File: src/rtl/uart_rx_fifo.sv
// Receive-side FIFO: brings the uart_clk-domain rx_complete strobe into system_clk
// and queues {error, byte} words in a first-word-fall-through buffer with overflow tracking.
module uart_rx_fifo #(
   parameter int DEPTH    = 16,
   parameter int ADDR_W   = 4,
   parameter int DROP_ERR = 0
) (
   input  logic              system_clk,
   input  logic              reset,
   input  logic              rx_complete,
   input  logic [7:0]        rx_data,
   input  logic [1:0]        rx_error_bit,
   input  logic              rd_en,
   output logic [7:0]        rd_data,
   output logic [1:0]        rd_error,
   output logic              rd_valid,
   output logic [ADDR_W:0]   fifo_count,
   output logic              fifo_full,
   output logic              fifo_empty,
   output logic              overflow,
   input  logic              overflow_clr,
   output logic [7:0]        drop_count
);

   localparam logic [ADDR_W:0] LP_DEPTH = (ADDR_W + 1)'(DEPTH);

   logic                r_s1, r_s2, r_s3;
   logic [ADDR_W-1:0]   r_wr_ptr, r_rd_ptr;
   logic [ADDR_W:0]     r_count;
   logic                r_overflow;
   logic [7:0]          r_drop_count;
   logic [9:0]          r_mem [DEPTH];

   logic w_wr_strobe, w_filtered, w_accept, w_full, w_empty;
   logic w_pop, w_write, w_ovf_event;

   // Flops preset to 1 so a level already high at reset release is not seen as a rising edge.
   always_ff @(posedge system_clk) begin
      if (!reset) begin
         r_s1 <= 1'b1;
         r_s2 <= 1'b1;
         r_s3 <= 1'b1;
      end else begin
         // NOTE: non-blocking assignments make the three flops shift in one clock instead of collapsing.
         r_s1 <= rx_complete;
         r_s2 <= r_s1;
         r_s3 <= r_s2;
      end
   end

   assign w_wr_strobe = r_s2 & ~r_s3;
   assign w_filtered  = (DROP_ERR != 0) && (rx_error_bit != 2'b00);
   assign w_accept    = w_wr_strobe & ~w_filtered;
   assign w_full      = (r_count == LP_DEPTH);
   assign w_empty     = (r_count == '0);
   assign w_pop       = rd_en & ~w_empty;
   assign w_write     = w_accept & (~w_full | w_pop);
   assign w_ovf_event = w_accept & w_full & ~w_pop;

   always_ff @(posedge system_clk) begin
      if (!reset) begin
         r_wr_ptr <= '0;
         r_rd_ptr <= '0;
         r_count  <= '0;
      end else begin
         if (w_write) r_wr_ptr <= r_wr_ptr + ADDR_W'(1);
         if (w_pop)   r_rd_ptr <= r_rd_ptr + ADDR_W'(1);
         case ({w_write, w_pop})
            2'b10:   r_count <= r_count + (ADDR_W + 1)'(1);
            2'b01:   r_count <= r_count - (ADDR_W + 1)'(1);
            default: r_count <= r_count;
         endcase
      end
   end

   // NOTE: storage has no reset; the empty-forcing on the read port hides stale contents.
   always_ff @(posedge system_clk) begin
      if (w_write) r_mem[r_wr_ptr] <= {rx_error_bit, rx_data};
   end

   // A drop in the same cycle as a clear wins, leaving exactly one recorded loss.
   always_ff @(posedge system_clk) begin
      if (!reset) begin
         r_overflow   <= 1'b0;
         r_drop_count <= '0;
      end else if (w_ovf_event) begin
         r_overflow   <= 1'b1;
         if (overflow_clr)               r_drop_count <= 8'd1;
         else if (r_drop_count != 8'hFF) r_drop_count <= r_drop_count + 8'd1;
      end else if (overflow_clr) begin
         r_overflow   <= 1'b0;
         r_drop_count <= '0;
      end
   end

   assign {rd_error, rd_data} = w_empty ? 10'd0 : r_mem[r_rd_ptr];
   assign rd_valid   = ~w_empty;
   assign fifo_count = r_count;
   assign fifo_full  = w_full;
   assign fifo_empty = w_empty;
   assign overflow   = r_overflow;
   assign drop_count = r_drop_count;

endmodule
File: config.mk
export PLATFORM = sky130hd
export DESIGN_NAME = uart_rx_fifo
export DESIGN_NICKNAME = d
export VERILOG_FILES = /design/src/rtl/uart_rx_fifo.sv
export SDC_FILE = /design/constraint.sdc
export NUM_CORES = 1
export LEC_CHECK = 0
export CORE_MARGIN = 2
export CORE_UTILIZATION = 52
export CTS_CLUSTER_SIZE = 30
export DETAILED_ROUTE_END_ITERATION = 10
export GPL_TIMING_DRIVEN = 0
export PLACE_DENSITY = 0.76
export SLEW_MARGIN = 20
export SYNTH_ARGS = -nofsm -noshare
export SYNTH_HDL_FRONTEND = slang
export SYNTH_SLANG_ARGS = --single-unit
File: constraint.sdc
create_clock -name system_clk -period 3.6 [get_ports system_clk]
set_clock_uncertainty 0.15 [all_clocks]
set_input_delay 0.36 -clock system_clk [delete_from_list [all_inputs] [get_ports system_clk]]
set_output_delay 0.36 -clock system_clk [all_outputs]
set_load 0.03 [all_outputs]
* Word-level counts from Yosys, hierarchy flattened
Memory sizes are Yosys's and may differ from the RTL's. A register that Yosys moved wholly into a read port is not among the register bits.
Cells that the tools add are included.
** Storage, ports and cells
- Register bits after elaboration :: 25
- Memory bits (writable) :: 160
- Input port bits :: 15
- Output and inout port bits :: 27
- Word-level logic and storage cells :: 45
- Memories kept :: 1
** Memory list
- r_mem :: depth 16, width 10, read ports 1, clocked after memory_dff 1, wr ports 1, RTL line 32 : logic [9:0] r_mem [DEPTH];
** Operators by class
- Add/subtract/negate cells :: 5
- Equality and inequality tests :: 4
- Mux-type cells :: 12
- Bitwise gates (word level) :: 10
- Reductions and logical operators :: 5
** Operators by type and width (number)
- two-way mux 8 bit :: 4
- two-way mux 10 bit :: 1
- one-hot mux 5 bit (2 select lines) :: 1
- adder 4 x 1 -> 4 bit, second input constant :: 2
- adder 8 x 1 -> 8 bit, second input constant :: 1
- two-way mux 4 bit :: 2
- != test 8 bit, second input constant :: 1
- nonzero test 2 bit :: 3
- adder 5 x 1 -> 5 bit, second input constant :: 1
- bitwise AND 1 bit :: 5
- equality test 5 bit, second input constant :: 1
- zero test 5 bit :: 1
- subtractor 5 x 1 -> 5 bit, second input constant :: 1
- two-way mux 1 bit :: 4
- inverter 1 bit :: 4
- equality test 2 x 1 -> 1 bit, second input constant :: 1
- equality test 2 bit, second input constant :: 1
- AND reduction 2 bit :: 1
- bitwise OR 1 bit :: 1

* Logic depth before layout (Yosys ltp)
Gate-level depths: netlist of run 1.
- Depth after elaboration :: 7
- Gate-level depth with buffers :: 9
- Mapped depth without buffers :: 8

* Least setup slack after synthesis of run 1
Ideal clock, no wire load.
- Path type :: reg-to-reg
- Start point :: register r_count[2], in the netlist fifo_count[2]
- End point :: memory r_mem[0][0] (enable)
- Library setup time :: 390 ps
- Arrival time :: 2166 ps
- Data required time :: 3060 ps
- Setup slack :: 895 ps
- Cell stages (with the launch flop) :: 6
- Path buffers :: 1
- Clock period less this slack :: 2705 ps
- Cells stage by stage :: dfxtp_1 > buf_2 > nor4_4 > a31oi_1 > nand2_1 > nor3_1
** Between the ends
- Word-level cells in the longest chain between the ends :: 7
- Elaborated cells on any way between the ends :: 9
- Those cells by class :: 1 x eq/ne; 2 x mux; 5 x bitwise; 1 x reduce/logical
** RTL lines
- start, declared :: RTL line 29 : logic [ADDR_W:0] r_count;
- start signal, assigned :: RTL line 69 : 2'b10: r_count <= r_count + (ADDR_W + 1)'(1);
- start signal, assigned :: RTL line 70 : 2'b01: r_count <= r_count - (ADDR_W + 1)'(1);
- start signal, assigned :: RTL line 71 : default: r_count <= r_count;
- zero test 5 bit :: RTL line 55 : assign w_empty = (r_count == '0);
- inverter 1 bit :: RTL line 56 : assign w_pop = rd_en & ~w_empty;
- bitwise AND 1 bit :: RTL line 56
- bitwise OR 1 bit (*) :: RTL line 57 : assign w_write = w_accept & (~w_full | w_pop);
- bitwise AND 1 bit (*) :: RTL line 57
- two-way mux 1 bit (*) :: RTL line 78 : if (w_write) r_mem[r_wr_ptr] <= {rx_error_bit, rx_data};
- two-way mux 1 bit (not written as such) (*) :: RTL line 78
- end, declared :: RTL line 32
Mark *: on every way between the ends. The rest lies on a longest branch, timed or not.

==> results.yml, run 1 <==
run_status:
  status: "complete, no violations"
logic_synthesis:
  async_flop_share: 0
  ys_types: 46
  netlist_area_mm2: 0.00758
  syn_avg_cell_area_um2: 17.8
  synth_top_cell_area_share: 0.634
  synth.area.top_cells: "edfxtp_1 63%, mux4_2 12%, dfxtp_1 7.7%"
  seq_area_frac_synth: 0.710
  ys_warn_count: 0
  synth_seq_cells: 189
  yosysTopAreaCell: "edfxtp_1"
  synth_edf_count: 160
  synth_ff_type: "edfxtp_1"
  syn_nets: 449
  netlist_instances: 426
routing:
  first_iter_violations: 399
  ant_nets: 0
  wirelength_um: 14500
  num_vias: 4032
  first_pass_iters: 5
  drc: 0
  wl_per_cell_um: 21.2
  vias_per_cell: 5.90
power:
  power.density_cell_area_mw_per_mm2: 676
  p_leak_nw: 2.75
  ir_worst_vdd_mv: 0.623
clocking:
  clk_latency_ns: 0.43
  cts_buffer_depth: 2
  cts_setup_buffers: 0
  clock_sinks: 189
  clockRootBuffer: "clkbuf_16"
  clkTransAtPathRegs_ns: 0.06
  cts_resized: 0
  hold_buffers: 0
  cts_buffers: 17
  cts_tree: "built"
  htreeDepth: 4
sta:
  worst_pin_slew_ns: 1.05
  fmax_mhz: 291
  hold_violations: 0
  post-route-period-util: 0.955
  fin_tns_setup_ns: 0
  period_needed_ns: 3.44
  rsz0062_at_grt: "false"
  holdWs_ns: 0.257
  finalMaxSlewViolations: 0
  report.final.setup_viol: 0
  slew_headroom: 0.295
global_routing:
  use_met2: 0.336
  gr-total-overflow: 0
  grt_start_max_net_pins: 17
  grt_use_met1: 0.257
  grt_antenna_before_repair: 0
  use_met3: 0.0485
  grt_pass1_vias: 4213
  grt_usage: 0.201
  grt_pass1_wl_um: 23300
  grt-busiest-layer: "met2"
layout:
  mostFrequentLayoutCells: "160 x edfxtp_1, 40 x mux4_2, 40 x clkdlybuf4s50_1"
  fin_util: 0.616
  fillers: 1038
  diodes: 0
  seq_area_mm2: 0.00539
  areaGrowthSynthToFinish_pct: 16.7
  multi_input_area_mm2: 0.00211
  layout.cells.most_common: "edfxtp_1"
  drive_gt1_frac: 0.190
  nets: 511
hold_path:
  hp-class: "flop to flop"
  hold_depth: 1
critical_path:
  r2r_cells: 9
  critPathLaunchType: "flop"
  cp_max_fo: 10
  cp_data_required_time_ns: 3.09
  crit_arrival_ns: 2.93
  critPathKind: "flop to output pin"
  end_kind: "output pin"
placement:
  dp_hpwl_um: 9360
  gp_congestion: 0.850
  io_buffers: 40
floorplanning:
  num_rows: 44
  pin_count: 42
  start_util: 0.528
  core_mm2: 0.0144
  die-width_um: 125
  die_height_um: 125
  die_area_mm2: 0.0156
flow_run:
  maxCapViolCount: 0
==> metrics by stage <==
stage | setup WS, ns | cells | power [mW] | instance area, um^2
after floorplan | 0.895 | 426 | 3.66 | 7580
after global placement | 0.211 | 650 | 4.15 | 8210
after detailed placement | 0.380 | 654 | 4.20 | 8260
after CTS | 0.0195 | 684 | 6.02 | 8840
after global routing | 0.0323 | 683 | 6.20 | 8850
final | 0.162 | 683 | 5.98 | 8850
==> critical path, stage by stage (launching register included) <==
cell and delay, ns:
dfxtp_1 0.31, clkbuf_1 0.15, buf_2 0.40, mux4_2 0.55
mux2i_1 0.27, o22ai_1 0.18, clkdlybuf4s50_1 0.63
==> kinds of logic (layout without fill, tap and decap cells) <==
family,count (synthesis),in the layout,synth area share
flip-flops,189,189,0.710
AND/OR/NAND/NOR,83,83,0.0593
multiplexers,66,66,0.153
AO/OA/AOI/OAI,46,46,0.0411
buffers and inverters,28,101,0.0158
adder cells (fa/ha/maj),8,8,0.0132
XOR/XNOR,6,6,0.00693
==> path summary, 6_finish.rpt <==
path                         startpoint                         end  slack, ns
max                                flop                  rd_data[2]       0.16
min                     r_s1$_SDFF_PN1_             r_s2$_SDFF_PN1_       0.26
max reg2reg  fifo_count[1]$_SDFFE_PN0P_  fifo_count[4]$_SDFFE_PN0P_       0.77
min reg2reg             r_s1$_SDFF_PN1_             r_s2$_SDFF_PN1_       0.26
==> flip-flops by register name, indices dropped and copies added (netlist names), named ones only <==
| name | flops |
|---|---|
| r_mem | 160 |
| overflow | 1 |
| r_s1 | 1 |
| r_s2 | 1 |
| r_rd_ptr | 4 |
| fifo_count | 5 |
| drop_count | 8 |
| r_s3 | 1 |
| r_wr_ptr | 4 |
==> power breakdown <==
| group | internal, mW | total [mW] | switching [mW] |
|---|---|---|---|
| Combinational | 0.740 | 1.66 | 0.924 |
| Clock | 1.08 | 1.84 | 0.761 |
| Sequential | 2.42 | 2.48 | 0.0583 |
==> synth_stat cells (all sizes together) (2+ instances only) <==
cell type,number
a211oi,3
a21oi,10
a22oi,2
a31oi,3
buf,9
clkbuf,11
dfxtp,29
edfxtp,160
ha,8
inv,8
mux2i,25
mux4,40
nand2,14
nand2b,12
nand3,7
nand4,2
nor2,21
nor3,9
nor3b,2
nor4,2
o21ai,4
o22ai,11
o31a,3
o31ai,5
or3,4
or4,5
xnor2,2
xor2,4
==> layer usage <==
metal / wire length, um / share of wire
met5: 0 / 0
met1: 6120 / 0.42
met3: 645 / 0.044
met2: 7490 / 0.52
met4: 258 / 0.018
==> cell type report <==
cell class,instances,area share
Buffer,19,0.00976
Clock buffer,19,0.0489
Sequential cell,189,0.609
Multi-Input combinational cell,209,0.239
Clock inverter,11,0.0163
Inverter,8,0.00339
Tap cell,184,0.0260
Timing Repair Buffer,44,0.0486
(Power assumes the default switching activity.)
==> run 2: changes to the inputs <==
--- a/config.mk
+++ b/config.mk
@@ -10,7 +10,8 @@
 export CTS_CLUSTER_SIZE = 30
 export DETAILED_ROUTE_END_ITERATION = 10
 export GPL_TIMING_DRIVEN = 0
-export PLACE_DENSITY = 0.76
+export MAX_ROUTING_LAYER = met4
+export PLACE_DENSITY = 0.7
 export SLEW_MARGIN = 20
 export SYNTH_ARGS = -nofsm -noshare
 export SYNTH_HDL_FRONTEND = slang
==> results.yml, run 2 (synthesized netlist as in run 1, its figures left out) <==
critical_path:
  max_stage_delay_ns: 0.64
  crit_arrival_ns: 2.89
  critPathSlowestCell: "clkdlybuf4s50_1"
  ff2ff_setup_slack_ns: 0.77
  critPathLaunchType: "flop"
  cp_data_required_time_ns: 3.09
  cp_max_fo: 10
  r2r-start: "fifo_count[0]$_SDFFE_PN0P_"
  cp-endpoint: "rd_data[6]"
  r2r_cells: 4
  critical_path_buf_inv_count: 3
  crit_chain: "clkbuf_1, buf_2, mux4_2, mux2i_1, o22ai_1, clkdlybuf4s50_1"
  critPathTopFamily: "buffers and inverters"
  end_kind: "output pin"
  critPathKind: "flop to output pin"
  worstSetupPathDepth: 6
  worstReg2RegEnd: "r_mem[13][1]$_DFFE_PP_"
routing:
  wl_per_cell_um: 20.9
  ant_nets: 0
  first_pass_iters: 4
  vias_per_cell: 5.88
  num_vias: 4014
  first_iter_violations: 275
  drc: 0
  wirelength_um: 14200
power:
  p_switching_mw: 1.69
  ir_worst_vdd_mv: 0.519
  power_frac_seq: 0.413
  pwr-share-clk: 0.312
  power.density_cell_area_mw_per_mm2: 676
  internal_power_mw: 4.30
  p_comb_frac: 0.276
  p_leak_nw: 2.77
  swShare: 0.282
layout:
  layout.cells.most_common: "edfxtp_1"
  nets: 511
  mostFrequentLayoutCells: "160 x edfxtp_1, 40 x mux4_2, 40 x clkdlybuf4s50_1"
  top_register: "r_mem"
  fin_util: 0.616
  diodes: 0
  fillers: 1053
  largest_reg_flops: 160
  drive_gt1_frac: 0.184
  areaGrowthSynthToFinish_pct: 16.8
clocking:
  cts_buffers: 17
  cts_buffer_depth: 2
  clock_sinks: 189
  cts_tree: "built"
  clk_latency_ns: 0.42
  hold_buffers: 0
  clkTransAtPathRegs_ns: 0.06
  cts_resized: 0
  cts_setup_buffers: 0
  clockRootBuffer: "clkbuf_16"
  htreeDepth: 4
hold_path:
  hp-class: "input pin to flop"
sta:
  finalMaxSlewViolations: 0
  hold_violations: 0
  holdWs_ns: 0.264
  post-route-period-util: 0.945
  fin_tns_setup_ns: 0
  rsz0062_at_grt: "false"
  fmax_mhz: 294
  period_needed_ns: 3.40
  slew_headroom: 0.274
  worst_pin_slew_ns: 1.08
  report.final.setup_viol: 0
global_routing:
  grt_usage: 0.203
  grt_pass1_vias: 4228
  grt_antenna_before_repair: 0
  grt_pass1_wl_um: 22900
  gr-total-overflow: 0
  grt_start_max_net_pins: 17
floorplanning:
  num_rows: 44
  pin_count: 42
  die-width_um: 125
  start_util: 0.528
  die_area_mm2: 0.0156
  core_mm2: 0.0144
  die_height_um: 125
placement:
  gp_congestion: 0.857
  io_buffers: 40
  dp_hpwl_um: 9200
run_status:
  status: "complete, no violations"
flow_run:
  maxCapViolCount: 0
## run 2: cell count changes in the layout (fill, tap and decap cells not counted)
cell | previous run | this run
clkbuf_1 | 12 | 13
nor2_1 | 15 | 16
inv_6 | 2 | 0
clkinvlp_4 | 3 | 0
clkinv_2 | 2 | 4
clkinv_1 | 1 | 2
bufinv_16 | 3 | 4
nor2_2 | 6 | 5
## run 2: worst min-delay path by stage
stage / startpoint / endpoint / slack [ns] / cells past startpoint
after global placement: r_s1$_SDFF_PN1_ / r_s2$_SDFF_PN1_ / 0.25 / 1
after CTS: rd_en / r_rd_ptr[1]$_SDFFE_PN0N_ / 0.24 / 3
after global routing: rd_en / r_rd_ptr[1]$_SDFFE_PN0N_ / 0.29 / 3
after floorplan: r_s1$_SDFF_PN1_ / r_s2$_SDFF_PN1_ / 0.24 / 1
after detailed placement: r_s1$_SDFF_PN1_ / r_s2$_SDFF_PN1_ / 0.25 / 1
final: rd_en / r_rd_ptr[1]$_SDFFE_PN0N_ / 0.26 / 3
## run 2: worst reg2reg max path: stages (launching register included)
cell	delay, ns
dfxtp_1	0.49
nor4_4	0.13
a31oi_1	0.53
nand2_1	0.27
nor2_1	0.87
## run 2: per-stage QoR
step	cells	total power [mW]	area [um^2]	setup WS, ns
3_5_place_dp	654	4.18	8260	0.485
3_3_place_gp	650	4.16	8210	0.0905
5_1_grt	683	6.22	8850	0.0311
4_1_cts	684	6.04	8850	0.118
2_1_floorplan	426	3.66	7580	0.895
6_report	683	5.99	8850	0.198
## run 2: routing by layer
metal | part of all wire | track usage | wire, um
met4 | 0.015 | 0.0555 | 217
met2 | 0.51 | 0.329 | 7220
met3 | 0.049 | 0.0477 | 699
met1 | 0.43 | 0.259 | 6110
met5 | 0 | - | 0
## run 2: cell type report
class,instances,area [um^2],share of cell area
flip-flops and latches,189,5390,0.608
well taps,184,230,0.0260
clock inverters,10,148,0.0167
repair buffers,44,430,0.0486
multi-input cells,209,2110,0.238
clock buffers,20,437,0.0493
plain buffers,19,86.3,0.00975
inverters,8,30.0,0.00339
## run 2: power by group through the flow
stage	clock, mW	sequential, mW	combinational [mW]
6_report	1.87	2.47	1.65
5_1_grt	1.97	2.48	1.77
4_1_cts	1.90	2.47	1.67
3_5_place_dp	0	2.52	1.67
3_3_place_gp	0	2.51	1.64
2_1_floorplan	0	2.55	1.10
